`src/rtl/fft_cadd_arbiter_if.sv`:
```
// Request/result bundle shared by the FFT complex-adder arbiter and its clients.
// Samples are packed {data_r, data_i}, each DW bits wide.
`ifndef FFT_DATA_WIDTH
`define FFT_DATA_WIDTH 16
`endif

interface fft_cadd_arbiter_if #(
  parameter int NUM_REQ = 4,
  parameter int DW      = `FFT_DATA_WIDTH,
  parameter int ID_W    = $clog2(NUM_REQ)
);
  // Handshake: a transfer happens on a cycle where valid & ready are both 1;
  // valid must not wait for ready, and ready may depend on valid.
  logic [NUM_REQ-1:0]             req_valid;
  logic [NUM_REQ-1:0]             req_ready;
  logic [NUM_REQ-1:0][2*DW-1:0]   req_opa;
  logic [NUM_REQ-1:0][2*DW-1:0]   req_opb;
  logic                           res_valid;
  logic                           res_ready;
  logic [2*DW-1:0]                res_data;
  logic [ID_W-1:0]                res_id;
  logic                           busy;

  modport master (
    output req_valid, req_opa, req_opb, res_ready,
    input  req_ready, res_valid, res_data, res_id, busy
  );

  modport slave (
    input  req_valid, req_opa, req_opb, res_ready,
    output req_ready, res_valid, res_data, res_id, busy
  );
endinterface

```
`src/rtl/fft_cadd_arbiter.sv`:
```
// Round-robin arbiter sharing one 2-cycle complex adder, with a credit-guarded result FIFO.
// Optional grant statistics are enabled by defining FFT_CADD_ARB_STATS_EN.
`ifndef FFT_DATA_WIDTH
`define FFT_DATA_WIDTH 16
`endif

module fft_cadd_arbiter #(
  parameter int NUM_REQ   = 4,
  parameter int RES_DEPTH = 4,
  parameter int ID_W      = $clog2(NUM_REQ),
  parameter int DW        = `FFT_DATA_WIDTH
) (
  input  logic              clk,
  input  logic              rst,
  fft_cadd_arbiter_if.slave bus
`ifdef FFT_CADD_ARB_STATS_EN
  ,
  input  logic                     stat_clr,
  output logic [NUM_REQ-1:0][15:0] stat_grant_cnt
`endif
);
  localparam int SW = 2 * DW;
  localparam int CW = $clog2(RES_DEPTH + 1);
  localparam int PW = (RES_DEPTH > 1) ? $clog2(RES_DEPTH) : 1;

  logic [ID_W-1:0]    r_rr_ptr;
  logic [CW-1:0]      r_credits;
  logic [CW-1:0]      r_count;
  logic [PW-1:0]      r_wr_ptr;
  logic [PW-1:0]      r_rd_ptr;
  logic [1:0]         r_tag_vld;
  logic [ID_W-1:0]    r_tag_id [2];
  logic [SW-1:0]      r_sum1;
  logic [SW-1:0]      r_sum2;
  logic [SW-1:0]      r_mem    [RES_DEPTH];
  logic [ID_W-1:0]    r_id_mem [RES_DEPTH];

  logic [NUM_REQ-1:0] w_grant;
  logic [ID_W-1:0]    w_gnt_id;
  logic               w_acc;
  logic               w_pop;
  logic               w_wr;
  logic [SW-1:0]      w_opa;
  logic [SW-1:0]      w_opb;

  function automatic logic [SW-1:0] cadd(input logic [SW-1:0] a, input logic [SW-1:0] b);
    cadd = {a[SW-1:DW] + b[SW-1:DW], a[DW-1:0] + b[DW-1:0]};
  endfunction

  // Search starts one past the last winner; k == NUM_REQ lands back on it.
  always_comb begin : p_grant
    int tmp;
    logic [ID_W-1:0] idx;
    w_grant  = '0;
    w_gnt_id = '0;
    w_acc    = 1'b0;
    tmp      = 0;
    idx      = '0;
    for (int k = 1; k <= NUM_REQ; k++) begin
      tmp = int'(r_rr_ptr) + k;
      if (tmp >= NUM_REQ) tmp = tmp - NUM_REQ;
      idx = ID_W'(tmp);
      if (!w_acc && !rst && (r_credits != '0) && bus.req_valid[idx]) begin
        w_acc         = 1'b1;
        w_grant[idx]  = 1'b1;
        w_gnt_id      = idx;
      end
    end
  end

  assign w_opa = bus.req_opa[w_gnt_id];
  assign w_opb = bus.req_opb[w_gnt_id];
  assign w_pop = (r_count != '0) && bus.res_ready;
  assign w_wr  = r_tag_vld[1];

  always_ff @(posedge clk or posedge rst) begin
    if (rst) begin
      r_rr_ptr    <= ID_W'(NUM_REQ - 1);
      r_credits   <= CW'(RES_DEPTH);
      r_count     <= '0;
      r_wr_ptr    <= '0;
      r_rd_ptr    <= '0;
      r_tag_vld   <= '0;
      r_tag_id[0] <= '0;
      r_tag_id[1] <= '0;
      r_sum1      <= '0;
      r_sum2      <= '0;
    end else begin
      if (w_acc) r_rr_ptr <= w_gnt_id;
      r_credits   <= r_credits - CW'(w_acc) + CW'(w_pop);
      r_tag_vld   <= {r_tag_vld[0], w_acc};
      r_tag_id[0] <= w_gnt_id;
      r_tag_id[1] <= r_tag_id[0];
      r_sum1      <= cadd(w_opa, w_opb);
      r_sum2      <= r_sum1;
      if (w_wr) r_wr_ptr <= (r_wr_ptr == PW'(RES_DEPTH - 1)) ? '0 : r_wr_ptr + 1'b1;
      if (w_pop) r_rd_ptr <= (r_rd_ptr == PW'(RES_DEPTH - 1)) ? '0 : r_rd_ptr + 1'b1;
      r_count     <= r_count + CW'(w_wr) - CW'(w_pop);
    end
  end

  // Storage needs no reset: the read side is masked while the FIFO is empty.
  always_ff @(posedge clk) begin
    if (w_wr) begin
      r_mem[r_wr_ptr]    <= r_sum2;
      r_id_mem[r_wr_ptr] <= r_tag_id[1];
    end
  end

  assign bus.req_ready = w_grant;
  assign bus.res_valid = (r_count != '0);
  assign bus.res_data  = (r_count != '0) ? r_mem[r_rd_ptr] : '0;
  assign bus.res_id    = (r_count != '0) ? r_id_mem[r_rd_ptr] : '0;
  assign bus.busy      = (|r_tag_vld) || (r_count != '0);

  a_no_overflow:  assert property (@(posedge clk) disable iff (rst)
                    !(w_wr && !w_pop && (r_count == CW'(RES_DEPTH))));
  a_no_underflow: assert property (@(posedge clk) disable iff (rst)
                    !(w_acc && (r_credits == '0)));
  a_credit_range: assert property (@(posedge clk) disable iff (rst)
                    (r_credits <= CW'(RES_DEPTH)));

`ifdef FFT_CADD_ARB_STATS_EN
  logic [NUM_REQ-1:0][15:0] r_stat_cnt;

  always_ff @(posedge clk or posedge rst) begin
    if (rst) begin
      r_stat_cnt <= '0;
    end else if (stat_clr) begin
      r_stat_cnt <= '0;
    end else begin
      for (int i = 0; i < NUM_REQ; i++) begin
        if (w_grant[i] && (r_stat_cnt[i] != 16'hFFFF)) r_stat_cnt[i] <= r_stat_cnt[i] + 16'd1;
      end
    end
  end

  assign stat_grant_cnt = r_stat_cnt;
`endif
endmodule

```
`src/flat_wrapper.sv`:
```
// flat-port wrapper written by rule: the top's interface ports become plain ports
module fft_cadd_arbiter_flat 
#(
  parameter int NUM_REQ   = 4,
  parameter int RES_DEPTH = 4,
  parameter int ID_W      = $clog2(NUM_REQ),
  parameter int DW        = `FFT_DATA_WIDTH
)
  (clk, rst, bus_req_valid, bus_req_opa, bus_req_opb, bus_res_ready, bus_req_ready, bus_res_valid, bus_res_data, bus_res_id, bus_busy);
  fft_cadd_arbiter_if #(.NUM_REQ(NUM_REQ), .DW(DW), .ID_W(ID_W)) bus_i ();
  input  logic clk;
  input  logic rst;
  input wire logic [$bits(bus_i.req_valid)-1:0] bus_req_valid;
  input wire logic [$bits(bus_i.req_opa)-1:0] bus_req_opa;
  input wire logic [$bits(bus_i.req_opb)-1:0] bus_req_opb;
  input wire logic [$bits(bus_i.res_ready)-1:0] bus_res_ready;
  output wire logic [$bits(bus_i.req_ready)-1:0] bus_req_ready;
  output wire logic [$bits(bus_i.res_valid)-1:0] bus_res_valid;
  output wire logic [$bits(bus_i.res_data)-1:0] bus_res_data;
  output wire logic [$bits(bus_i.res_id)-1:0] bus_res_id;
  output wire logic [$bits(bus_i.busy)-1:0] bus_busy;
  assign bus_i.req_valid = bus_req_valid;
  assign bus_i.req_opa = bus_req_opa;
  assign bus_i.req_opb = bus_req_opb;
  assign bus_i.res_ready = bus_res_ready;
  assign bus_req_ready = bus_i.req_ready;
  assign bus_res_valid = bus_i.res_valid;
  assign bus_res_data = bus_i.res_data;
  assign bus_res_id = bus_i.res_id;
  assign bus_busy = bus_i.busy;
  fft_cadd_arbiter #(.NUM_REQ(NUM_REQ), .RES_DEPTH(RES_DEPTH), .ID_W(ID_W), .DW(DW)) u_core (.clk(clk), .rst(rst), .bus(bus_i));
endmodule
```
`config.mk`:
```
export PLATFORM = sky130hd
export DESIGN_NAME = fft_cadd_arbiter_flat
export DESIGN_NICKNAME = d
export VERILOG_FILES = /design/src/rtl/fft_cadd_arbiter_if.sv /design/src/rtl/fft_cadd_arbiter.sv /design/src/flat_wrapper.sv
export SDC_FILE = /design/constraint.sdc
export NUM_CORES = 1
export LEC_CHECK = 0
export CORE_ASPECT_RATIO = 0.6
export CORE_UTILIZATION = 40
export CTS_CLUSTER_SIZE = 30
export DETAILED_ROUTE_END_ITERATION = 10
export GPL_TIMING_DRIVEN = 0
export PLACE_DENSITY = 0.68
export SLEW_MARGIN = 40
export SYNTH_ARGS = -nofsm -noshare
export SYNTH_HDL_FRONTEND = slang
export SYNTH_SLANG_ARGS = --single-unit
export TNS_END_PERCENT = 100
```
`constraint.sdc`:
```
create_clock -name clk -period 12.45 [get_ports clk]
set_clock_uncertainty 0.1 [all_clocks]
set_input_delay 1.245 -clock clk [delete_from_list [all_inputs] [get_ports clk]]
set_output_delay 1.245 -clock clk [all_outputs]
set_load 0.05 [all_outputs]
```
Word-level counts from Yosys, hierarchy flattened. Memory sizes are Yosys's and may differ from the RTL's. Cells that the tools add are included.

$add $sub $neg: 16. Multipliers: 0. Div/mod/pow operators: 0. Magnitude comparators: 13. Equality and inequality tests: 2. Shift operators: 0. Muxes and demuxes: 42. Bitwise operators: 3. Reductions and logical operators: 24.

Operators by type and width (number): binary-select mux 32 bit (select 2 bit) (2); 2-to-1 mux 32 bit (3); adder 16 bit (2); 2-to-1 mux 2 bit (11); logical AND 1 bit (16); 2-to-1 mux 4 bit (4); < comparator 2 x 3 -> 1 bit, second input constant (5); 2-to-1 mux 1 bit (14); bitwise OR 4 bit (3); >= comparator 3 bit, second input constant (3); binary-select mux 1 bit (select 2 bit) (4); demux 1 bit (select 2 bit) (4); >= comparator 2 x 1 -> 1 bit, second input constant (4); subtractor 2 x 1 -> 2 bit, second input constant (4); adder 2 x 2 -> 3 bit, second input constant (2); adder 3 x 1 -> 3 bit (2); nonzero test 3 bit (2); subtractor 3 x 1 -> 3 bit (2); adder 2 x 1 -> 2 bit, second input constant (2); adder 2 x 3 -> 4 bit, second input constant (1); == test 2 bit, second input constant (2); >= comparator 4 x 3 -> 1 bit, second input constant (1); zero test 1 bit (4); adder 2 x 1 -> 3 bit, second input constant (1); 2 further kinds (2).

Bits in registers: 82. Bits in latches: 0. Memory bits (writable): 136. Bits in read-only memories: 0. Memories kept: 2.

Memories: u_core.r_mem (words 4, bits a word 32, rd ports 1, clocked after Yosys merged registers in 0, write ports 1, line fft_cadd_arbiter.sv:35) `logic [SW-1:0] r_mem [RES_DEPTH];`; u_core.r_id_mem (words 4, bits a word 2, rd ports 1, clocked after Yosys merged registers in 0, write ports 1, line fft_cadd_arbiter.sv:36) `logic [ID_W-1:0] r_id_mem [RES_DEPTH];`.

Logic depth before layout (Yosys ltp).
Word-level depth: 25. Gate-level depth with buffers: 22. Mapped depth without buffers: 17.

Worst setup path after synthesis. OpenSTA, ideal clock, no wires.

Path type: input -> register. Start point: input port bus_req_valid[2]. End point: register u_core.r_sum1[15]. Library setup time: 0.095 ns. Arrival: 5.126 ns. Path slack: 7.129 ns. Stages on the path: 15. Path buffers: 3. Cell sequence: mux4_2 buf_4 or4_4 nor3_4 a221oi_2 buf_6 buf_6 mux2i_1 ha_1 o21ai_1 a2111oi_0 a2111oi_0 a22oi_1 and4_1 nor4b_2.

Longest elaborated chain between the ends: 22. Elaborated cells between the ends (all ways): 33.

RTL lines: start: declaration (line flat_wrapper.sv:13) `input wire logic [$bits(bus_i.req_valid)-1:0] bus_req_valid;`; binary-select mux 1 bit (select 2 bit) (line fft_cadd_arbiter.sv:63) `if (!w_acc && !rst && (r_credits != '0) && bus.req_valid[idx]) begin`; 2-to-1 mux 1 bit (not written as such) (line fft_cadd_arbiter.sv:63); logical AND 1 bit (line fft_cadd_arbiter.sv:63); 2-to-1 mux 1 bit (line fft_cadd_arbiter.sv:63); zero test 1 bit (line fft_cadd_arbiter.sv:63); logical AND 1 bit (3 in series) (line fft_cadd_arbiter.sv:63); 2-to-1 mux 1 bit (line fft_cadd_arbiter.sv:63); zero test 1 bit (line fft_cadd_arbiter.sv:63); logical AND 1 bit (3 in series) (line fft_cadd_arbiter.sv:63); 2-to-1 mux 1 bit (line fft_cadd_arbiter.sv:63); zero test 1 bit (line fft_cadd_arbiter.sv:63); logical AND 1 bit (3 in series) (line fft_cadd_arbiter.sv:63); 2-to-1 mux 2 bit * (line fft_cadd_arbiter.sv:63); binary-select mux 32 bit (select 2 bit) (on tied branches) (line fft_cadd_arbiter.sv:71, fft_cadd_arbiter.sv:72); 2-to-1 mux 32 bit (on tied branches) (line fft_cadd_arbiter.sv:71, fft_cadd_arbiter.sv:72); adder 16 bit * (line fft_cadd_arbiter.sv:47) `cadd = {a[SW-1:DW] + b[SW-1:DW], a[DW-1:0] + b[DW-1:0]};`; end signal: assignment (line fft_cadd_arbiter.sv:94) `r_sum1 <= cadd(w_opa, w_opb);`; end: declaration (line fft_cadd_arbiter.sv:33) `logic [SW-1:0] r_sum1;`.

Mark *: on every way between the ends. The rest lies on a longest branch, timed or not. The select of a mux whose other input is x is not followed. A chain may end at the register's enable or synchronous reset.

Worst setup path after layout.
Start point: register u_core.r_rr_ptr[0]. End point: register u_core.r_sum1[15].

Longest elaborated chain between the ends: 25. Elaborated cells between the ends (all ways): 49.

RTL lines: start: declaration (line fft_cadd_arbiter.sv:26) `logic [ID_W-1:0] r_rr_ptr;`; start signal: assignment (line fft_cadd_arbiter.sv:78) `r_rr_ptr <= ID_W'(NUM_REQ - 1);`; start signal: assignment (line fft_cadd_arbiter.sv:89) `if (w_acc) r_rr_ptr <= w_gnt_id;`; adder 2 x 1 -> 3 bit (line fft_cadd_arbiter.sv:60) `tmp = int'(r_rr_ptr) + k;`; >= comparator 3 bit / subtractor 2 x 1 -> 2 bit (equally long branches) (line fft_cadd_arbiter.sv:61) `if (tmp >= NUM_REQ) tmp = tmp - NUM_REQ;`; 2-to-1 mux 2 bit (line fft_cadd_arbiter.sv:61); binary-select mux 1 bit (select 2 bit) (line fft_cadd_arbiter.sv:63); 2-to-1 mux 1 bit (not written as such) (line fft_cadd_arbiter.sv:63); logical AND 1 bit (line fft_cadd_arbiter.sv:63); 2-to-1 mux 1 bit (line fft_cadd_arbiter.sv:63); zero test 1 bit (line fft_cadd_arbiter.sv:63); (+5 left out); logical AND 1 bit (3 in series) (line fft_cadd_arbiter.sv:63); 2-to-1 mux 1 bit (line fft_cadd_arbiter.sv:63); zero test 1 bit (line fft_cadd_arbiter.sv:63); logical AND 1 bit (3 in series) (line fft_cadd_arbiter.sv:63); 2-to-1 mux 2 bit * (line fft_cadd_arbiter.sv:63); binary-select mux 32 bit (select 2 bit) (on tied branches) (line fft_cadd_arbiter.sv:71, fft_cadd_arbiter.sv:72); 2-to-1 mux 32 bit (on tied branches) (line fft_cadd_arbiter.sv:71, fft_cadd_arbiter.sv:72); adder 16 bit * (line fft_cadd_arbiter.sv:47).

Marked as above.

==> flow_summary.json <==
{
  "power_density_mw_per_mm2": 310,
  "grt_max_degree": 66,
  "leakagePower_nw": 6.22,
  "hold_buffers": 0,
  "drtIter0Drc": 477,
  "cts_sinks": 218,
  "grt_pass1_vias": 7793,
  "coreArea_mm2": 0.0281,
  "area_growth_syn_to_layout_pct": 36.0,
  "worst_slack_ns": 6.19,
  "synth_cells": 806,
  "fin_cells": 1518,
  "grt_pass1_wl_mm": 47.1,
  "postCtsSetupRepairBufs": 0,
  "clk-insertion-delay-late_ns": 0.48,
  "fin_nets": 1446,
  "crit_fanout": 10,
  "cts_tree": "yes",
  "syn_avg_cell_area_um2": 14.4,
  "dp_hpwl_mm": 25.4,
  "fin_tns_setup_ns": 0,
  "vias": 7806,
  "ant_nets": 0,
  "nFillCells": 2373,
  "rows": 47,
  "drc_errors": 0,
  "cp-start-kind": "flip-flop",
  "clkTransAtPathRegs_ns": 0.06,
  "cts_root_buf": "clkbuf_16",
  "hold_viol": 0,
  "port_buffers": 302,
  "layout_min_cycle_time_ns": 6.26,
  "cts_buffers": 21,
  "antenna_found_initial": 7,
  "cts_resized": 0,
  "num_io_pins": 303,
  "synth_seq_cells": 218,
  "layout_common_cells": "clkdlybuf4s50_1, mux2i_1, edfxtp_1, dfrtp_1, ha_1",
  "ys.warnings.count": 0,
  "htree_levels": 1,
  "setup_viol": 0,
  "drive_gt1_share_pct": 10.1,
  "synth_area_mm2": 0.0116,
  "min_path_type": "flip-flop to flip-flop",
  "max_freq_mhz": 160,
  "dieArea_mm2": 0.0298,
  "grt_overflow": 0,
  "ir_worst_vdd_uv": 112,
  "synth_edf_count": 136,
  "viasPerCell": 5.14,
  "relSlewSlack_pct": 46.2,
  "rsz0062_at_grt": "false",
  "track_usage_pct": 21.1,
  "cp.required_ns": 12.73,
  "async_reset_ff_share_pct": 37.6,
  "wl_per_cell_um": 20.8,
  "utilization_pct": 56.3,
  "placed_cells": 1476,
  "cp.arrival_ns": 6.54,
  "synth.distinct_cells": 65,
  "holdWs_ns": 0.249,
  "drv_cap": 0,
  "cts_buffer_depth": 3,
  "critPathCaptureType": "flip-flop",
  "worstMarginPinSlew_ns": 0.804,
  "gp_congestion": 0.909,
  "dieHeight_um": 134,
  "fin_crit_sh_pct": 50.3,
  "start_util_pct": 41.4,
  "outcome": "finished clean",
  "place_ws_ns": 5.83,
  "critPathKind": "flip-flop to flip-flop",
  "first_pass_iters": 5,
  "mostFrequentLayoutCell": "clkdlybuf4s50_1",
  "finalMaxSlewViolations": 0,
  "yosysSeqAreaShare_pct": 52.7,
  "synth_fp_nets": 1120,
  "routed_wl_mm": 31.6,
  "yosys_most_used_dff": "edfxtp_1",
  "fp.dieW_um": 222
}
[worst max-delay path, stage by stage, from the launching register on]
cell and delay (ns):
dfstp_2 0.58, buf_6 0.18, inv_1 0.12, ha_1 0.42
mux4_2 0.53, buf_4 0.20, o311ai_4 0.39, and3_1 0.28
buf_6 0.14, buf_12 0.17, buf_12 0.17, mux2i_1 0.29
mux2i_1 0.15, ha_1 0.25, nor3_1 0.39, a2111oi_0 0.14
a2111oi_1 0.77, a22oi_1 0.33, and4_1 0.28, nor4b_2 0.27
[registers in the layout (all words and copies together) (netlist names), 3 cells and up]
name / flops
u_core.r_sum2: 32
u_core.r_count: 3
u_core.r_sum1: 32
u_core.r_tag_id: 4
u_core.r_credits: 3
u_core.r_mem: 128
u_core.r_id_mem: 8
[report_power, final]
group	switching (mW)	internal, mW
Clock	0.246	0.345
Sequential	0.142	1.13
Combinational	1.76	1.30
[synthesized netlist by cell type, types with 8 or more instances]
cell	instances	area (µm²)
mux2i_1	183	1830
edfxtp_1	136	4080
dfrtp_1	79	1980
ha_1	47	588
and2_1	39	244
mux4_2	38	856
inv_1	29	109
xnor2_1	22	193
nand2_1	19	71.3
a21oi_1	17	85.1
nor2_1	17	63.8
o21ai_0	13	65.1
xor2_1	11	96.3
clkbuf_1	10	37.5
nand3_1	10	50.1
buf_12	9	180
buf_6	9	101
a211oi_1	8	60.1
[path summary, 6_finish.rpt]
check                                                     from                             to  slack (ns)  cells after the start
worst min-delay path               u_core.r_sum1[27]$_DFF_PP0_    u_core.r_sum2[27]$_DFF_PP0_        0.25                      0
max in group asynchronous                                  rst     u_core.r_sum2[9]$_DFF_PP0_       10.64                      3
worst min register to register     u_core.r_sum1[27]$_DFF_PP0_    u_core.r_sum2[27]$_DFF_PP0_        0.25                      0
worst max-delay path            u_core.r_rr_ptr[0]$_DFFE_PP1N_    u_core.r_sum1[15]$_DFF_PP0_        6.19                     19
min in group asynchronous                                  rst  u_core.r_tag_vld[1]$_DFF_PP0_        1.08                      2
worst max register to register  u_core.r_rr_ptr[0]$_DFFE_PP1N_    u_core.r_sum1[15]$_DFF_PP0_        6.19                     19
[area by class of cell]
type	instances	area (µm²)	share of cell area, %
antenna	5	12.5	0.0790
buffer	36	368	2.32
clock buffer	32	622	3.93
clock inverter	5	27.5	0.174
inverter	31	121	0.766
multi-input combinational	521	5030	31.8
sequential	218	6140	38.8
tap	367	459	2.90
timing repair buffer	303	3050	19.3
[through the flow]
stage                     power, mW  area (µm²)
final                          4.91       15800
after global routing           5.22       15800
after CTS                      4.93       15800
after detailed placement       4.32       15200
after global placement         4.28       15100
after floorplan                3.40       11600
[metal layers]
layer	wire [µm]	vias up	share of wire, %	GRT usage [%]
met5	27	-	0.085	0
met4	683	4	2.2	6.10
met3	2090	47	6.6	4.53
met2	14000	261	44	32.3
met1	14800	3760	47	30.3
li1	-	3734	-	-
[cells by family (layout without fill, tap and decap cells)]
logic type	count (synthesis)	count (layout)	synth area share [%]
compound gates	86	86	5.29
fa+ha+maj	51	51	5.74
buf+inv	67	407	4.14
simple gates	127	127	6.26
other cells	0	5	0
xor+xnor	33	33	2.48
mux	224	224	23.4
flops	218	218	52.7
(Power assumes the default switching activity.)
